<file path="src/rtl/aes_pkg.sv">
// Shared AES-128 types, S-box and GF(2^8) helpers; also used by aes_key_expansion.
package aes_pkg;

  localparam int NR = 10;

  typedef logic [127:0] aes_state_t;

  typedef enum logic [1:0] {
    IDLE  = 2'd0,
    ROUND = 2'd1,
    DONE  = 2'd2
  } aes_fsm_e;

  localparam logic [7:0] SBOX [256] = '{
    8'h63, 8'h7c, 8'h77, 8'h7b, 8'hf2, 8'h6b, 8'h6f, 8'hc5, 8'h30, 8'h01, 8'h67, 8'h2b, 8'hfe, 8'hd7, 8'hab, 8'h76,
    8'hca, 8'h82, 8'hc9, 8'h7d, 8'hfa, 8'h59, 8'h47, 8'hf0, 8'had, 8'hd4, 8'ha2, 8'haf, 8'h9c, 8'ha4, 8'h72, 8'hc0,
    8'hb7, 8'hfd, 8'h93, 8'h26, 8'h36, 8'h3f, 8'hf7, 8'hcc, 8'h34, 8'ha5, 8'he5, 8'hf1, 8'h71, 8'hd8, 8'h31, 8'h15,
    8'h04, 8'hc7, 8'h23, 8'hc3, 8'h18, 8'h96, 8'h05, 8'h9a, 8'h07, 8'h12, 8'h80, 8'he2, 8'heb, 8'h27, 8'hb2, 8'h75,
    8'h09, 8'h83, 8'h2c, 8'h1a, 8'h1b, 8'h6e, 8'h5a, 8'ha0, 8'h52, 8'h3b, 8'hd6, 8'hb3, 8'h29, 8'he3, 8'h2f, 8'h84,
    8'h53, 8'hd1, 8'h00, 8'hed, 8'h20, 8'hfc, 8'hb1, 8'h5b, 8'h6a, 8'hcb, 8'hbe, 8'h39, 8'h4a, 8'h4c, 8'h58, 8'hcf,
    8'hd0, 8'hef, 8'haa, 8'hfb, 8'h43, 8'h4d, 8'h33, 8'h85, 8'h45, 8'hf9, 8'h02, 8'h7f, 8'h50, 8'h3c, 8'h9f, 8'ha8,
    8'h51, 8'ha3, 8'h40, 8'h8f, 8'h92, 8'h9d, 8'h38, 8'hf5, 8'hbc, 8'hb6, 8'hda, 8'h21, 8'h10, 8'hff, 8'hf3, 8'hd2,
    8'hcd, 8'h0c, 8'h13, 8'hec, 8'h5f, 8'h97, 8'h44, 8'h17, 8'hc4, 8'ha7, 8'h7e, 8'h3d, 8'h64, 8'h5d, 8'h19, 8'h73,
    8'h60, 8'h81, 8'h4f, 8'hdc, 8'h22, 8'h2a, 8'h90, 8'h88, 8'h46, 8'hee, 8'hb8, 8'h14, 8'hde, 8'h5e, 8'h0b, 8'hdb,
    8'he0, 8'h32, 8'h3a, 8'h0a, 8'h49, 8'h06, 8'h24, 8'h5c, 8'hc2, 8'hd3, 8'hac, 8'h62, 8'h91, 8'h95, 8'he4, 8'h79,
    8'he7, 8'hc8, 8'h37, 8'h6d, 8'h8d, 8'hd5, 8'h4e, 8'ha9, 8'h6c, 8'h56, 8'hf4, 8'hea, 8'h65, 8'h7a, 8'hae, 8'h08,
    8'hba, 8'h78, 8'h25, 8'h2e, 8'h1c, 8'ha6, 8'hb4, 8'hc6, 8'he8, 8'hdd, 8'h74, 8'h1f, 8'h4b, 8'hbd, 8'h8b, 8'h8a,
    8'h70, 8'h3e, 8'hb5, 8'h66, 8'h48, 8'h03, 8'hf6, 8'h0e, 8'h61, 8'h35, 8'h57, 8'hb9, 8'h86, 8'hc1, 8'h1d, 8'h9e,
    8'he1, 8'hf8, 8'h98, 8'h11, 8'h69, 8'hd9, 8'h8e, 8'h94, 8'h9b, 8'h1e, 8'h87, 8'he9, 8'hce, 8'h55, 8'h28, 8'hdf,
    8'h8c, 8'ha1, 8'h89, 8'h0d, 8'hbf, 8'he6, 8'h42, 8'h68, 8'h41, 8'h99, 8'h2d, 8'h0f, 8'hb0, 8'h54, 8'hbb, 8'h16
  };

  function automatic logic [7:0] sbox(input logic [7:0] b);
    return SBOX[b];
  endfunction

  // Multiply by x in GF(2^8) mod 0x11B
  function automatic logic [7:0] xtime(input logic [7:0] b);
    return {b[6:0], 1'b0} ^ (b[7] ? 8'h1b : 8'h00);
  endfunction

endpackage

</file>
<file path="src/rtl/aes_round.sv">
// One combinational AES round: SubBytes, ShiftRows, MixColumns (skipped when i_last), AddRoundKey.
module aes_round
  import aes_pkg::*;
(
  input  aes_state_t i_state,
  input  aes_state_t i_key,
  input  logic       i_last,
  output aes_state_t o_state
);

  // Byte (r,c) lives at bits [127-8*(4c+r) -: 8]
  logic [7:0] w_sr [4][4];
  logic [7:0] w_mc [4][4];
  aes_state_t w_mix;

  always_comb begin
    w_mix = '0;
    for (int c = 0; c < 4; c++) begin
      for (int r = 0; r < 4; r++) begin
        w_sr[r][c] = sbox(i_state[127-8*(4*((c+r)%4)+r) -: 8]);
      end
    end
    for (int c = 0; c < 4; c++) begin
      w_mc[0][c] = xtime(w_sr[0][c]) ^ xtime(w_sr[1][c]) ^ w_sr[1][c] ^ w_sr[2][c] ^ w_sr[3][c];
      w_mc[1][c] = w_sr[0][c] ^ xtime(w_sr[1][c]) ^ xtime(w_sr[2][c]) ^ w_sr[2][c] ^ w_sr[3][c];
      w_mc[2][c] = w_sr[0][c] ^ w_sr[1][c] ^ xtime(w_sr[2][c]) ^ xtime(w_sr[3][c]) ^ w_sr[3][c];
      w_mc[3][c] = xtime(w_sr[0][c]) ^ w_sr[0][c] ^ w_sr[1][c] ^ w_sr[2][c] ^ xtime(w_sr[3][c]);
      for (int r = 0; r < 4; r++) begin
        w_mix[127-8*(4*c+r) -: 8] = i_last ? w_sr[r][c] : w_mc[r][c];
      end
    end
    o_state = w_mix ^ i_key;
  end

endmodule

</file>
<file path="src/rtl/aes_cipher_iter.sv">
// Iterative AES-128 encryptor, one round per enabled clock, stalling on round keys not yet done.
// Optional stall counter output enabled by defining AES_CIPHER_STALL_CNT_EN.
module aes_cipher_iter
  import aes_pkg::*;
(
  input  logic         clk_i,
  input  logic         rst_ni,
  input  logic         clk_en_i,
  input  logic         in_valid_i,
  output logic         in_ready_o,
  input  logic [127:0] plaintext_i,
  input  logic [127:0] round_keys_i [0:10],
  input  logic         round_keys_done_i [0:10],
  output logic         out_valid_o,
  input  logic         out_ready_i,
  output logic [127:0] ciphertext_o,
  output logic         busy_o
`ifdef AES_CIPHER_STALL_CNT_EN
  ,
  output logic [15:0]  stall_cnt_o
`endif
);

  aes_fsm_e   r_fsm, w_fsm_nxt;
  aes_state_t r_state;
  logic [3:0] r_rnd;
  aes_state_t w_round;
  logic       w_key_ok, w_last, w_accept;

  assign w_key_ok = round_keys_done_i[r_rnd];
  assign w_last   = (r_rnd == 4'(NR));
  assign w_accept = in_valid_i & in_ready_o;

  assign in_ready_o   = (r_fsm == IDLE) & round_keys_done_i[0];
  assign out_valid_o  = (r_fsm == DONE);
  assign busy_o       = (r_fsm != IDLE);
  assign ciphertext_o = r_state;

  aes_round u_round (
    .i_state (r_state),
    .i_key   (round_keys_i[r_rnd]),
    .i_last  (w_last),
    .o_state (w_round)
  );

  always_comb begin
    w_fsm_nxt = r_fsm;
    case (r_fsm)
      IDLE:    if (w_accept) w_fsm_nxt = ROUND;
      ROUND:   if (w_key_ok && w_last) w_fsm_nxt = DONE;
      DONE:    if (out_ready_i) w_fsm_nxt = IDLE;
      default: w_fsm_nxt = IDLE;
    endcase
  end

  always_ff @(posedge clk_i or negedge rst_ni) begin
    if (!rst_ni) begin
      r_fsm   <= IDLE;
      r_state <= '0;
      r_rnd   <= '0;
    end else if (clk_en_i) begin
      r_fsm <= w_fsm_nxt;
      if (r_fsm == IDLE && w_accept) begin
        r_state <= plaintext_i ^ round_keys_i[0];
        r_rnd   <= 4'd1;
      end else if (r_fsm == ROUND && w_key_ok) begin
        r_state <= w_round;
        if (!w_last) r_rnd <= r_rnd + 4'd1;
      end
    end
  end

`ifdef AES_CIPHER_STALL_CNT_EN
  logic [15:0] r_stall_cnt;
  assign stall_cnt_o = r_stall_cnt;

  always_ff @(posedge clk_i or negedge rst_ni) begin
    if (!rst_ni) begin
      r_stall_cnt <= '0;
    end else if (clk_en_i) begin
      if (r_fsm == IDLE && w_accept)
        r_stall_cnt <= '0;
      else if (r_fsm == ROUND && !w_key_ok && r_stall_cnt != 16'hffff)
        r_stall_cnt <= r_stall_cnt + 16'd1;
    end
  end
`endif

endmodule
</file>
<file path="config.mk">
export PLATFORM = sky130hd
export DESIGN_NAME = aes_cipher_iter
export DESIGN_NICKNAME = d
export VERILOG_FILES = /design/src/rtl/aes_pkg.sv /design/src/rtl/aes_round.sv /design/src/rtl/aes_cipher_iter.sv
export SDC_FILE = /design/constraint.sdc
export NUM_CORES = 2
export LEC_CHECK = 0
export CORE_AREA = 2 2 659 661
export DETAILED_ROUTE_END_ITERATION = 12
export DIE_AREA = 0 0 661 663
export GPL_ROUTABILITY_DRIVEN = 1
export PLACE_DENSITY = 0.39
export SLEW_MARGIN = 0
export SYNTH_ARGS = -nofsm -noshare
export SYNTH_HDL_FRONTEND = slang
export SYNTH_HIERARCHICAL = 1
export SYNTH_SLANG_ARGS = --single-unit
</file>
<file path="constraint.sdc">
create_clock -name clk_i -period 5.6 [get_ports clk_i]
set_input_delay 0.56 -clock clk_i [delete_from_list [all_inputs] [get_ports clk_i]]
set_output_delay 0.56 -clock clk_i [all_outputs]
set_load 0.01 [all_outputs]
</file>
# Word-level counts from Yosys, hierarchy flattened
# Memory sizes are Yosys's and may differ from the RTL's.
# Cells that the tools add are included.
# word_totals
latchBits	0
mem_count	16
mem_bits_ro	32768
ram_bits	0
register_bits	134
# mem_list
name	words	word_bits	rd	rd_clocked_by_memory_dff	wr	line	text
(name not given)	256	8	1	0	0	aes_pkg.sv:34	return SBOX[b];
(name not given)	256	8	1	0	0	aes_pkg.sv:34	
(name not given)	256	8	1	0	0	aes_pkg.sv:34	
(name not given)	256	8	1	0	0	aes_pkg.sv:34	
(name not given)	256	8	1	0	0	aes_pkg.sv:34	
(name not given)	256	8	1	0	0	aes_pkg.sv:34	
+10 memories	-	-	-	-	-	-	
# classes
n_addsub	1
shifts	0
n_div	0
n_reduce_logical	9
order_cmp	17
bitwise	101
n_eq_ne	7
n_mux	79
n_mul	0
# ops
operator	n
$xor 8x8->8	80
$bmux 128 s4	1
$mux 128	4
$mux 8	48
$xor 128x128->128	2
$ge 9x9->1 const B	16
$not 8->9	16
$mux 5	16
$mux 4	3
$mux 2	3
$ne 2x2->1 const B	3
$pmux 2 s3	1
$ge 5x5->1 const B	1
$not 4->5	1
$add 4x1->4 const B	1
$bmux 1 s4	1
$eq 4x4->1 const B	1
$reduce_and 4->1	1
$reduce_bool 2->1	2
$logic_and 1x1->1	3
$reduce_and 3->1	1
$and 1x1->1	2
$eq 2x1->1 const B	1
$eq 2x2->1 const B	1
other kinds (4)	5

# Logic depth before layout (Yosys ltp)
# logic_depth
word_depth	14
ltp_mapped	21
mapped_depth_nobuf	17

# By module
# Netlist, hierarchy kept.
# modules_own_cells
module	area_each_um2	instances	seq_area_each_um2	cells_per_inst
aes_round	62498.7	1	0.0	9337
aes_cipher_iter	18960.7	1	3353.2	1774

# Worst setup path before layout
# No wires, ideal clock.
# synth_path
kind	reg-to-reg
from	reg r_state[48] (netlist: ciphertext_o[48])
to	reg r_state[74] (netlist: ciphertext_o[74])
t_arrival_ns	4.448
path_buffers	4
path_stages_with_launch	20
setup_ns	0.125
slack_ns	1.027
period_less_slack_ns	4.573
required_ns	5.475
path_cell_list	dfrtp_1 clkbuf_1 clkbuf_1 inv_1 ha_1 clkbuf_1 and2_1 clkbuf_1 nor2_1 mux4_2 o22ai_1 nor4_1 a311o_1 xnor2_1 xnor3_1 mux2i_1 xnor2_1 nor2_1 a21oi_1 mux2_4
# synth_via
elab_chain_len	12
# synth_rtl
item	line	text
from (decl)	aes_cipher_iter.sv:25	aes_state_t r_state;
from (signal assigned)	aes_cipher_iter.sv:64	r_state <= plaintext_i ^ round_keys_i[0];
from (signal assigned)	aes_cipher_iter.sv:67	r_state <= w_round;
$not 8->9 (implied by the code)	aes_pkg.sv:34	
$mem_v2 256x8	-	
$mux 8 (implied by the code) (2 in series)	aes_pkg.sv:34	
$xor 8x8->8 (4 in series)	aes_round.sv:26	w_mc[2][c] = w_sr[0][c] ^ w_sr[1][c] ^ xtime(w_sr[2][c]) ^ xtime(w_sr[3][c]) ^ w_sr[3][c];
$mux 8	aes_round.sv:29	w_mix[127-8*(4*c+r) -: 8] = i_last ? w_sr[r][c] : w_mc[r][c];
$xor 128x128->128	aes_round.sv:32	o_state = w_mix ^ i_key;
via w_round[74]	aes_cipher_iter.sv:27	aes_state_t w_round;
$mux 128	aes_cipher_iter.sv:66	end else if (r_fsm == ROUND && w_key_ok) begin
$mux 128	aes_cipher_iter.sv:63	if (r_fsm == IDLE && w_accept) begin
# The timed path passes the listed nets, and every way through them passes these cells. The select of a mux whose other input is x is not followed.
# A chain may end at the register's enable or synchronous reset.

# Worst setup path in the final report
# layout_path
from	reg r_state[19] (netlist: ciphertext_o[19])
to	reg r_state[52] (netlist: ciphertext_o[52])
# layout_via
elab_chain_len	14
# layout_rtl
item	line	text
$not 8->9 (implied by the code) (*)	aes_pkg.sv:34	
$mem_v2 256x8 (*)	-	
$mux 8 (implied by the code) (*) (2 in series)	aes_pkg.sv:34	
$mux 5	aes_pkg.sv:39	return {b[6:0], 1'b0} ^ (b[7] ? 8'h1b : 8'h00);
$xor 8x8->8	aes_pkg.sv:39	
$xor 8x8->8 (4 in series)	aes_round.sv:25	w_mc[1][c] = w_sr[0][c] ^ xtime(w_sr[1][c]) ^ xtime(w_sr[2][c]) ^ w_sr[2][c] ^ w_sr[3][c];
$mux 8 (*)	aes_round.sv:29	
$xor 128x128->128 (*)	aes_round.sv:32	
via w_round[52]	aes_cipher_iter.sv:27	
$mux 128 (*)	aes_cipher_iter.sv:66	
$mux 128 (*)	aes_cipher_iter.sv:63	
# The timed path passes the listed nets; every way through them passes the cells marked *. The select of a mux whose other input is x is not followed.

==> impl_metrics.json <==
{
  "fin_crit_ps": 5540,
  "ys_seq_elements": 134,
  "status": "finished, violations left",
  "critPathKind": "flip-flop to flip-flop",
  "gr-total-overflow": 0,
  "period_share_pct": 99.0,
  "fin_area_mm2": 0.110,
  "setup_violations": 0,
  "fmax_mhz": 180,
  "end_kind": "flip-flop",
  "wirelength_um": 805000,
  "placed_cell_area_mm2": 0.108,
  "first_iter_violations": 16300,
  "hold_path_class": "input pin to async pin",
  "post_cts_buffers": 0,
  "max_stage_delay_ps": 800,
  "vias_per_cell": 5.93,
  "synth_edf_count": 0,
  "required_ps": 6130,
  "cap_violations": 0,
  "std_cell_rows": 242,
  "drtPass1Iterations": 8,
  "crit_path_start_kind": "flip-flop",
  "grt_setup_unrepaired": "no",
  "r2r_start": "ciphertext_o[19]$_DFFE_PN0P_",
  "yosysSeqAreaShare_pct": 4.12,
  "grt_use_total_pct": 34.9,
  "cp.arrival_ps": 6070,
  "drive_gt1_share_pct": 15.3,
  "relSlewSlack_pct": 9.14,
  "cts_inserted_buffers": 21,
  "cp_top_family": "compound AO/OA/AOI/OAI gates",
  "drc": 0,
  "synth_nets": 12900,
  "slew_violations": 0,
  "violations": "antenna rules",
  "cts_tree": "done",
  "insertion_delay_ps": 630,
  "synth_area_mm2": 0.0815,
  "place.gp.congestion": 1.08,
  "grt_pass1_vias": 103000,
  "cts_buffer_depth": 3,
  "finalNetCount": 14300,
  "ys_async_sr_fraction_pct": 100,
  "start_util_pct": 18.9,
  "antenna_found_initial": 354,
  "hold_viol_final": 0,
  "ys.flop_type": "dfrtp_1",
  "finalSetupTns_ps": 0,
  "rrSetupSlack_ps": 60,
  "cp_max_fo": 45,
  "hpwlAfterDp_um": 663000,
  "crit_slowest_cell": "dfrtp_4",
  "syn_inst": 11100,
  "holdWs_ps": 451,
  "fin_skew_ps": 48.1,
  "die_w_um": 661,
  "coreArea_mm2": 0.432,
  "grt_max_degree": 129,
  "die_h_um": 663,
  "area_delta_synth_final_pct": 34.8,
  "dieArea_mm2": 0.438,
  "grt_pass1_wl_um": 1040000,
  "numPortBuffers": 1682,
  "clkTransAtPathRegs_ps": 120,
  "crit_start": "ciphertext_o[19]$_DFFE_PN0P_",
  "netlist-cell-type-count": 133,
  "worst_pin_slew_ps": 1360,
  "wl_per_cell_um": 43.1,
  "yosysWarnings": 6,
  "ios": 1683,
  "clkSinkCount": 134,
  "crit_chain": "buf_4 -> nand2b_1 -> nand3_1 -> a2111oi_0 -> a31oi_1 -> a32oi_4 -> xnor3_1 -> xor2_1 -> xnor3_1 -> mux2i_1 -> xor2_1 -> nor2_2 -> buf_4 -> a21oi_1 -> mux2_4",
  "via_count": 111000,
  "path_depth": 15,
  "r2r_cells": 15,
  "htree_num_levels": 4,
  "cts_root_buf": "clkbuf_16",
  "synth.avg_cell_area_um2": 7.33,
  "crit_buf_inv": 2,
  "fill_cells": 48200,
  "ant_nets": 1
}
[cell usage in the layout, fill, tap and decap left out, types with 200 or more instances in the layout]
| cell | n |
|---|---|
| clkdlybuf4s50_1 | 1681 |
| buf_4 | 958 |
| a21oi_1 | 868 |
| nor2_1 | 847 |
| o21ai_0 | 738 |
| nand2_1 | 678 |
| mux2i_1 | 449 |
| diode_2 | 437 |
| xnor2_1 | 416 |
| mux4_2 | 400 |
| nand2b_1 | 378 |
| nor2b_1 | 334 |
| nor3_1 | 322 |
| nand3_1 | 272 |
| ha_1 | 228 |
| o211ai_1 | 206 |
| o22ai_1 | 200 |
[worst paths after layout]
kind,endpoint
hold / removal,ciphertext_o[57]$_DFFE_PN0P_
setup reg to reg,ciphertext_o[52]$_DFFE_PN0P_
min in group clk_i,ciphertext_o[101]$_DFFE_PN0P_
setup / recovery,ciphertext_o[52]$_DFFE_PN0P_
hold reg to reg,ciphertext_o[101]$_DFFE_PN0P_
max in group asynchronous,ciphertext_o[3]$_DFFE_PN0P_
[cell families (layout without fill, tap and decap cells)]
family          count (synthesis)  after routing  share of synthesized area (%)
buf+inv                      1525           2936                           8.56
simple gates                 3533           3533                           22.1
mux                          1035           1035                           19.6
xor+xnor                      678            678                           8.43
fa+ha+maj                     228            228                           3.50
flops                         134            134                           4.12
compound gates               3978           3978                           33.7
other cells                     0            437                              0
[layout make-up]
cell class	instances	area [um^2]	share of cell area (%)
Sequential cell	134	3500	3.19
Clock inverter	9	151	0.138
Multi-Input combinational cell	9452	71200	64.8
Inverter	194	728	0.663
Tap cell	5734	7170	6.53
Clock buffer	24	557	0.507
Timing Repair Buffer	2709	25400	23.1
Antenna cell	437	1090	0.996
[per-layer routing]
layer | vias to the layer above | part of all wire, % | global-route usage, %
met1 | 55700 | 38 | 42.7
met3 | 1549 | 10 | 9.74
met5 | - | 0.12 | 0
met4 | 136 | 8.9 | 26.1
met2 | 7720 | 42 | 51.7
li1 | 45800 | - | -
[timing repair]
item,4_1_cts,5_1_grt
hold buffers,1,0
hold endpoints to repair,27,0
setup endpoints to repair,0,1
gates resized for setup,0,1
[through the flow]
stage / std cells / util [%] / setup WS [ps]
floorplan: 11100 / - / 1030
global placement: 18200 / 25.0 / -14.7
detailed placement: 18200 / 25.0 / 41.0
CTS: 18300 / 25.2 / 64.2
global route: 18600 / 25.4 / 2.00
finish: 18700 / 25.4 / 57.4
[synthesized netlist by cell type, types with 52 or more instances]
cell / n / area share [%]
inv_1: 164 / 0.76
and3_1: 62 / 0.48
o221ai_1: 90 / 0.97
mux2_4: 100 / 1.8
o2111ai_1: 82 / 0.88
nand3b_1: 62 / 0.57
xnor2_1: 416 / 4.5
a2111oi_0: 63 / 0.68
dfrtp_1: 134 / 4.1
mux2_2: 70 / 0.97
a211oi_1: 177 / 1.6
mux2i_1: 449 / 5.5
o22ai_1: 200 / 1.5
buf_2: 456 / 2.8
nor3b_1: 76 / 0.70
nor2b_1: 335 / 2.6
clkbuf_1: 636 / 2.9
buf_1: 114 / 0.53
buf_4: 83 / 0.76
or2_2: 81 / 0.62
o311ai_0: 170 / 1.8
nand4_1: 59 / 0.45
a31oi_1: 199 / 1.5
xor2_1: 189 / 2.0
a211o_1: 78 / 0.84
nand2b_1: 379 / 2.9
mux4_2: 400 / 11
or3_1: 82 / 0.63
o21ai_0: 738 / 4.5
o32ai_1: 55 / 0.59
o31ai_1: 91 / 0.84
a21o_1: 76 / 0.70
a221oi_1: 79 / 0.85
nor3_1: 323 / 2.0
o211ai_1: 206 / 1.9
nand2_1: 678 / 3.1
nand3_1: 272 / 1.7
nor2_1: 849 / 3.9
xnor3_1: 52 / 1.4
a21oi_1: 869 / 5.3
a311oi_1: 154 / 1.7
and2_1: 121 / 0.93
o311a_1: 66 / 0.81
ha_1: 228 / 3.5
[state kept, by name, summed over array words and instances (netlist names)]
name and flops:
r_rnd 4, r_fsm 2, ciphertext_o 128
Power is left out: the tool's default activity adds up to more than one toggle a clock period on the data nets, which glitch-free logic cannot reach.
